## src/rtl/pl_exmem_pkg.sv

```systemverilog
// pl_exmem_pkg: shared FSM state encoding, branch-condition codes and condition helper
package pl_exmem_pkg;

    typedef enum logic {IDLE = 1'b0, ACCESS = 1'b1} state_e;

    typedef enum logic [1:0] {
        JC_ALWAYS = 2'b00,
        JC_EQ     = 2'b01,
        JC_GT     = 2'b10,
        JC_LT     = 2'b11
    } jcond_e;

    function automatic logic cond_met(input logic [1:0] jc, input logic eq, input logic gt, input logic lt);
        return jc == JC_ALWAYS ? 1'b1 : jc == JC_EQ ? eq : jc == JC_GT ? gt : lt;
    endfunction

endpackage

```

## src/rtl/pl_exmem_flagreg.sv

```systemverilog
// pl_flagreg: status flags and branch resolution against the flags held before the edge
module pl_flagreg
    import pl_exmem_pkg::*;
(
    input  logic       clk,
    input  logic       rst_n,
    input  logic       cap,
    input  logic       add_op,
    input  logic       compare_true,
    input  logic       jump_true,
    input  logic [1:0] jump_cond,
    input  logic       alu_cout,
    input  logic       comp_gt,
    input  logic       comp_lt,
    input  logic       comp_eq,
    output logic       flag_c,
    output logic       flag_gt,
    output logic       flag_lt,
    output logic       flag_eq,
    output logic       branch_taken
);

    always_ff @(posedge clk or negedge rst_n) begin
        if (!rst_n) begin
            flag_c       <= 1'b0;
            flag_gt      <= 1'b0;
            flag_lt      <= 1'b0;
            flag_eq      <= 1'b0;
            branch_taken <= 1'b0;
        end else begin
            if (cap && add_op)
                flag_c <= alu_cout;
            if (cap && compare_true) begin
                flag_gt <= comp_gt;
                flag_lt <= comp_lt;
                flag_eq <= comp_eq;
            end
            // cap is low while stalled, so a pulse can never repeat
            branch_taken <= cap & jump_true & cond_met(jump_cond, flag_eq, flag_gt, flag_lt);
        end
    end

endmodule

```

## src/rtl/pl_exmem.sv

```systemverilog
// pl_exmem: EX/MEM pipeline register with data-memory handshake FSM and stall generation
module pl_exmem
    import pl_exmem_pkg::*;
#(
    parameter int REG_AW = 3
) (
    input  logic              clk,
    input  logic              rst_n,
    input  logic              ex_valid,
    input  logic [7:0]        alu_dout,
    input  logic              alu_cout,
    input  logic              comp_gt,
    input  logic              comp_lt,
    input  logic              comp_eq,
    input  logic              add_op,
    input  logic              compare_true,
    input  logic              jump_true,
    input  logic [1:0]        jump_cond,
    input  logic              addr_hi_ld,
    input  logic [REG_AW-1:0] ex_rd,
    input  logic              ex_reg_we,
    input  logic              ex_mem_rd,
    input  logic              ex_mem_wr,
    input  logic [7:0]        ex_store_data,
    input  logic              flush,
    input  logic              mem_ack,
    output logic              mem_valid,
    output logic [7:0]        mem_result,
    output logic [15:0]       mem_addr,
    output logic [7:0]        mem_wdata,
    output logic              mem_req,
    output logic              mem_we,
    output logic [REG_AW-1:0] mem_rd,
    output logic              mem_reg_we,
    output logic              flag_c,
    output logic              flag_gt,
    output logic              flag_lt,
    output logic              flag_eq,
    output logic              branch_taken,
    output logic              ex_stall
);

    state_e     state, state_d;
    logic [7:0] addr_hi;
    logic       idle, cap, acc;

    assign idle     = state == IDLE;
    assign cap      = idle & ex_valid & ~flush;
    assign acc      = ex_mem_rd | ex_mem_wr;
    assign ex_stall = ~idle;
    assign mem_addr = {addr_hi, mem_result};

    always_comb begin
        state_d = state;
        state_d = idle ? (cap && acc ? ACCESS : IDLE) : (mem_ack ? IDLE : ACCESS);
    end

    always_ff @(posedge clk or negedge rst_n) begin
        if (!rst_n) begin
            state      <= IDLE;
            mem_valid  <= 1'b0;
            mem_result <= '0;
            mem_wdata  <= '0;
            mem_rd     <= '0;
            mem_reg_we <= 1'b0;
            mem_req    <= 1'b0;
            mem_we     <= 1'b0;
            addr_hi    <= '0;
        end else begin
            state <= state_d;
            if (idle) begin
                mem_valid  <= cap;
                mem_result <= alu_dout;
                mem_wdata  <= ex_store_data;
                mem_rd     <= ex_rd;
                mem_reg_we <= cap & ex_reg_we & ~addr_hi_ld;
                mem_req    <= cap & acc;
                mem_we     <= cap & ex_mem_wr;
                if (cap && addr_hi_ld)
                    addr_hi <= alu_dout;
            end else if (mem_ack) begin
                mem_req <= 1'b0;
            end
        end
    end

    pl_flagreg u_flagreg (
        .clk          (clk),
        .rst_n        (rst_n),
        .cap          (cap),
        .add_op       (add_op),
        .compare_true (compare_true),
        .jump_true    (jump_true),
        .jump_cond    (jump_cond),
        .alu_cout     (alu_cout),
        .comp_gt      (comp_gt),
        .comp_lt      (comp_lt),
        .comp_eq      (comp_eq),
        .flag_c       (flag_c),
        .flag_gt      (flag_gt),
        .flag_lt      (flag_lt),
        .flag_eq      (flag_eq),
        .branch_taken (branch_taken)
    );

endmodule

```

## config.mk

```make
export PLATFORM = sky130hd
export DESIGN_NAME = pl_exmem
export DESIGN_NICKNAME = d
export VERILOG_FILES = /design/src/rtl/pl_exmem_pkg.sv /design/src/rtl/pl_exmem_flagreg.sv /design/src/rtl/pl_exmem.sv
export SDC_FILE = /design/constraint.sdc
export NUM_CORES = 1
export LEC_CHECK = 0
export CORE_MARGIN = 2
export CORE_UTILIZATION = 38
export CTS_CLUSTER_DIAMETER = 200
export CTS_CLUSTER_SIZE = 40
export DETAILED_ROUTE_END_ITERATION = 10
export GPL_TIMING_DRIVEN = 0
export PLACE_DENSITY = 0.79
export SLEW_MARGIN = 20
export SYNTH_ARGS = -nofsm -noshare
export SYNTH_HDL_FRONTEND = slang
export SYNTH_SLANG_ARGS = --single-unit
```

## constraint.sdc

```tcl
create_clock -name clk -period 1.7 [get_ports clk]
set_input_delay 0.255 -clock clk [delete_from_list [all_inputs] [get_ports clk]]
set_output_delay 0.255 -clock clk [all_outputs]
set_load 0.03 [all_outputs]
```

* Word-level counts from Yosys, hierarchy flattened *
Index checks and enable logic that the tools add are counted.

storage, ports and cells
  output and inout bits = 45
  bits in writable memories = 0
  logic and storage cells = 43
  memories = 0
  ROM bits = 0
  bits in latches = 0
  input bits = 37
  register bits = 37

cells by class
  equal/unequal tests = 3
  add/sub/neg operators = 0
  div/mod/pow operators = 0
  multiply operators = 0
  reductions and logical operators = 6
  bitwise operators = 12
  shift operators = 0
  mux-type cells = 8
  magnitude comparators = 0

operator list
  kind                                                                    number
  1-bit bitwise AND                                                       8
  1-bit 2-to-1 mux                                                        8
  1-bit logical AND                                                       4
  1-bit NOT                                                               3
  2-bit by 1-bit equality test with 1-bit output (second input constant)  1
  2-bit equality test (second input constant)                             1
  2-bit logical NOT                                                       1
  2-bit inequality test (second input constant)                           1
  2-bit AND reduction                                                     1
  1-bit bitwise OR                                                        1

* Depth between registers and ports, before layout *
  word-level depth = 6
  mapped depth = 4
  depth with buffers taken out = 2

* By module *
A second synthesis with hierarchy kept.

unflattened totals
  cells, all modules = 99
  area total of the unflattened synthesis = 1514.0 sq um

by module, submodules not included
  module      seq. area each (sq um)  cells an instance  area an instance (sq um)  times used
  pl_exmem    800.8                   84                 1293.7                    1
  pl_flagreg  125.1                   15                 220.2                     1

* Least setup slack after synthesis *
No wires, ideal clock.

  path kind = flip-flop to flip-flop
  from = register state (netlist: ex_stall)
  to = register u_flagreg.flag_c
  stages on the path, launching flop included = 4
  buffers on the path = 1
  period minus slack after synthesis = 1.397 ns
  arrival = 1.272 ns
  data required time = 1.575 ns
  library setup time = 0.125 ns
  slack = 0.303 ns
  cells stage by stage = dfrtp_1 buf_4 and4bb_2 mux2_4

on the way
  word-level cells in the longest chain between the ends = 4

RTL lines
  element                         RTL line                RTL
  start, declared                 pl_exmem.sv:43          state_e state, state_d;
  start signal, assigned          pl_exmem.sv:70          state <= state_d;
  1-bit NOT (no line)             n/a
  1-bit bitwise AND (2 in a row)  pl_exmem.sv:48          assign cap = idle & ex_valid & ~flush;
  1-bit logical AND               pl_exmem_flagreg.sv:31  if (cap && add_op)
  end signal, assigned            pl_exmem_flagreg.sv:32  flag_c <= alu_cout;
  end, declared                   pl_exmem_flagreg.sv:16  output logic flag_c,

No other way between the ends.
A chain may end at the register's enable or synchronous reset.

* Final worst setup path *
  from = register mem_result[3]
  to = output port mem_result[3]

RTL lines
  element                 RTL line        RTL
  start, declared         pl_exmem.sv:28  output logic [7:0] mem_result,
  start signal, assigned  pl_exmem.sv:73  mem_result <= alu_dout;

No word-level cell between the ends.

==> flow_metrics.py <==
metrics = {
    "run_status": {
        "status": "finished clean",
    },
    "final_layout": {
        "layout.nets": 226,
        "post-route-cell-area_mm2": 0.00253,
        "area_growth_syn_to_layout_pct": 67.0,
        "filler_cell_count": 282,
        "antennaDiodeCount": 0,
        "sequential_cell_area_um2": 926,
        "post_route_cells_drive_above_1_share": 0.289,
        "multi_input_gate_area_in_the_final_layout_um2": 492,
    },
    "power_and_ir_drop": {
        "totalPowerFinal_mw": 2.75,
        "switching_share": 0.316,
        "irDropWorstVdd_mv": 0.659,
        "pwr_density_mw_per_mm2": 1090,
        "static-leakage-power_nw": 1.12,
        "power.combinational.fraction": 0.365,
        "seq_power_share": 0.399,
        "internal_power_mw": 1.88,
        "netsw_mw": 0.871,
        "clockPowerShare": 0.236,
    },
    "synthesis": {
        "yosysWarningCount": 0,
        "synth_top_family_by_area": "multiplexers",
        "synth.top_cell.area_share": 0.612,
        "post_synth_instance_area_mm2": 0.00151,
        "synth_compound_gate_area_share": 0.0248,
        "synth_instances": 99,
        "synth_enable_flop_cells": 0,
        "post-synth-top-count-cell": "dfrtp_1",
        "synth_simple_gate_area_frac": 0.0603,
        "seq_total_area_yosys": 0.612,
        "synth-seq-cells": 37,
        "synthAdderAreaFrac": 0,
        "synth_top_area_cell": "dfrtp_1",
        "synth_area_per_cell_um2": 15.3,
        "synth-xor-area-share": 0,
        "synth.distinct_cells": 21,
        "synth_top_flop_cell": "dfrtp_1",
        "synth_fp_nets": 136,
        "yosys-mux-area-fraction": 0.240,
        "synthTopCellsByArea": "dfrtp_1 61%, mux2_2 22%, buf_4 4.5%",
        "ys_top_cells_by_count": "37 x dfrtp_1, 30 x mux2_2, 9 x buf_4",
        "synth-async-reset-ratio": 1.00,
    },
    "detailed_routing": {
        "post-route-drc-count": 0,
        "route.detailed.vias_per_inst": 4.66,
        "dr_total_vias": 1109,
        "final_antenna_net_count": 0,
        "firstDrtPassIters": 4,
        "drt_wl_total_um": 3560,
        "dr.first_iter.drc_count": 19,
        "route.detailed.wl_per_inst_um": 15.0,
    },
    "grt": {
        "grt_usage": 0.171,
        "grt_antenna_before_repair": 0,
        "via_count_of_the_first_global_routing_pass": 1224,
        "pin_count_of_the_biggest_net_entering_global_routing": 35,
        "wire_length_of_the_first_global_routing_pass_um": 5730,
        "globalRoute.totalOverflow": 0,
    },
    "placed_design": {
        "postPlaceCellArea_mm2": 0.00240,
        "place.gp.congestion": 0.796,
        "detailedPlace.worstSlack_ps": 21.5,
        "numPortBuffers": 81,
        "detailed_place_hpwl_um": 2740,
    },
    "floorplanning": {
        "floorplan.initialDensity": 0.404,
        "die_w_um": 67.1,
        "placeableCoreArea_mm2": 0.00374,
        "die_area_mm2": 0.00451,
        "core.rowCount": 22,
        "die_height_um": 67.1,
        "io_pins": 82,
    },
    "sta": {
        "slew-limit-headroom": 0.774,
        "drv_slew": 0,
        "post-route-min-period_ps": 1650,
        "worst_hold_slack_after_final_layout_ps": 346,
        "layout_worst_path_cycle_share": 0.973,
        "setup-violations-final": 0,
        "tns_ps": 0,
        "worst_setup_skew_after_layout_ps": 5.88,
        "max_freq_mhz": 604,
        "max_slew.worst_pin.slew_ps": 338,
        "worst_slack_ps": 45.3,
        "report.final.hold_viol_count": 0,
    },
    "critical_path": {
        "critical_path_class": "flop to output pin",
        "critical_path.reg2reg.startpoint": "ex_stall$_DFF_PN0_",
        "startpoint_type": "flop",
        "required_ps": 1440,
        "cp_data_arrival_time_ps": 1400,
        "crit_start": "mem_result[3]$_DFFE_PN0N_",
        "end_kind": "output pin",
        "critical_path.max_stage_delay_ps": 650,
        "crit_slowest_cell": "clkdlybuf4s50_1",
        "critical_path.max_fanout": 3,
        "crit_chain": "buf_4 -> clkdlybuf4s50_1",
    },
    "clocking": {
        "clk_pin_slew_worst_paths_ps": 70,
        "clock-root-buffer": "clkbuf_8",
        "cts-buffers-inserted": 5,
        "worst_skew_pair.late_latency_ps": 280,
        "tritoncts": "done",
        "maximum_buffer_depth_of_the_clock_tree": 2,
        "cts.repair_timing.setup_buffer_count": 0,
        "max_h_tree_level": 2,
        "cts.sink_count": 37,
    },
    "worst_hold_path": {
        "min-delay-path-class": "input pin to async pin",
    },
    "flow_run": {
        "max_cap_violations": 0,
    },
}
==> worst paths after layout <==
path	end	slack, ps	cells past startpoint
max	mem_result[3]	50	2
max in group asynchronous	mem_valid$_DFFE_PN0N_	990	3
min in group clk	mem_valid$_DFFE_PN0N_	490	2
max reg2reg	mem_rd[1]$_DFFE_PN0N_	380	3
min	mem_wdata[5]$_DFFE_PN0N_	350	2
min reg2reg	mem_valid$_DFFE_PN0N_	490	2
==> per-layer routing <==
metal | global-route usage | wire length, µm | vias up
met5 | 0 | 0 | -
met4 | 0.0459 | 31 | 0
met3 | 0.0574 | 295 | 4
met2 | 0.312 | 1900 | 48
met1 | 0.189 | 1340 | 535
li1 | - | - | 522
==> critical path: cells and delay by family, from the launching register on <==
kind | cells | cell delay, ps
DFF | 1 | 360
buffers and inverters | 2 | 760
==> placed cells by master (no fill, tap or decap) <==
master,Yosys,final
clkdlybuf4s50_1,0,73
dfrtp_1,37,37
mux2_2,30,30
buf_4,9,9
clkbuf_8,0,7
dlymetal6s2s_1,0,7
buf_2,2,3
nor3b_1,2,2
inv_1,2,2
nand2_1,2,2
and4bb_2,2,2
mux2i_1,1,1
nand4bb_1,1,1
a211oi_1,1,1
or3b_1,1,1
nor2_1,1,1
o22ai_1,1,1
nand3b_1,1,1
o21ai_1,1,1
a22o_1,1,1
a32o_1,1,1
and4bb_1,1,1
buf_6,1,1
mux2_4,1,1
clkinv_2,0,1
dlygate4sd3_1,0,1
buf_12,0,1
==> flip-flops by register name, indices dropped and copies added (netlist names), 3 cells and up <==
register    cells
addr_hi         8
mem_rd          3
mem_result      8
mem_wdata       8
==> area by class of cell <==
class / instances / area share
inverter: 2 / 0.00297
timing repair buffer: 83 / 0.337
clock buffer: 7 / 0.0381
buffer: 12 / 0.0351
sequential: 37 / 0.366
tap: 48 / 0.0238
multi-input combinational: 48 / 0.194
clock inverter: 1 / 0.00198
==> kinds of logic after synthesis <==
kind of cell | Yosys count
flip-flops | 37
multiplexers | 32
buffers and inverters | 14
AND/OR/NAND/NOR | 11
AO/OA/AOI/OAI | 5
==> per-stage QoR <==
step | utilization | std cells
3_5_place_dp | 0.641 | 229
4_1_cts | 0.671 | 238
2_1_floorplan | - | 99
6_report | 0.675 | 238
3_3_place_gp | 0.637 | 228
5_1_grt | 0.675 | 238
==> power by group through the flow <==
stage / clock network (mW) / registers, mW / logic [mW]
global route: 0.707 / 1.11 / 1.06
CTS: 0.670 / 1.10 / 1.02
detailed placement: 0 / 1.12 / 1.02
finish: 0.649 / 1.10 / 1.01
floorplan: 0 / 1.38 / 0.266
global placement: 0 / 1.10 / 0.999
==> what timing repair did <==
item                                    4_1_cts  5_1_grt
hold endpoints to repair                     37        0
endpoints found under the setup margin        0        7
resized for setup                             0        7
hold buffers                                  1        0
Power figures use the tool's default switching activity.
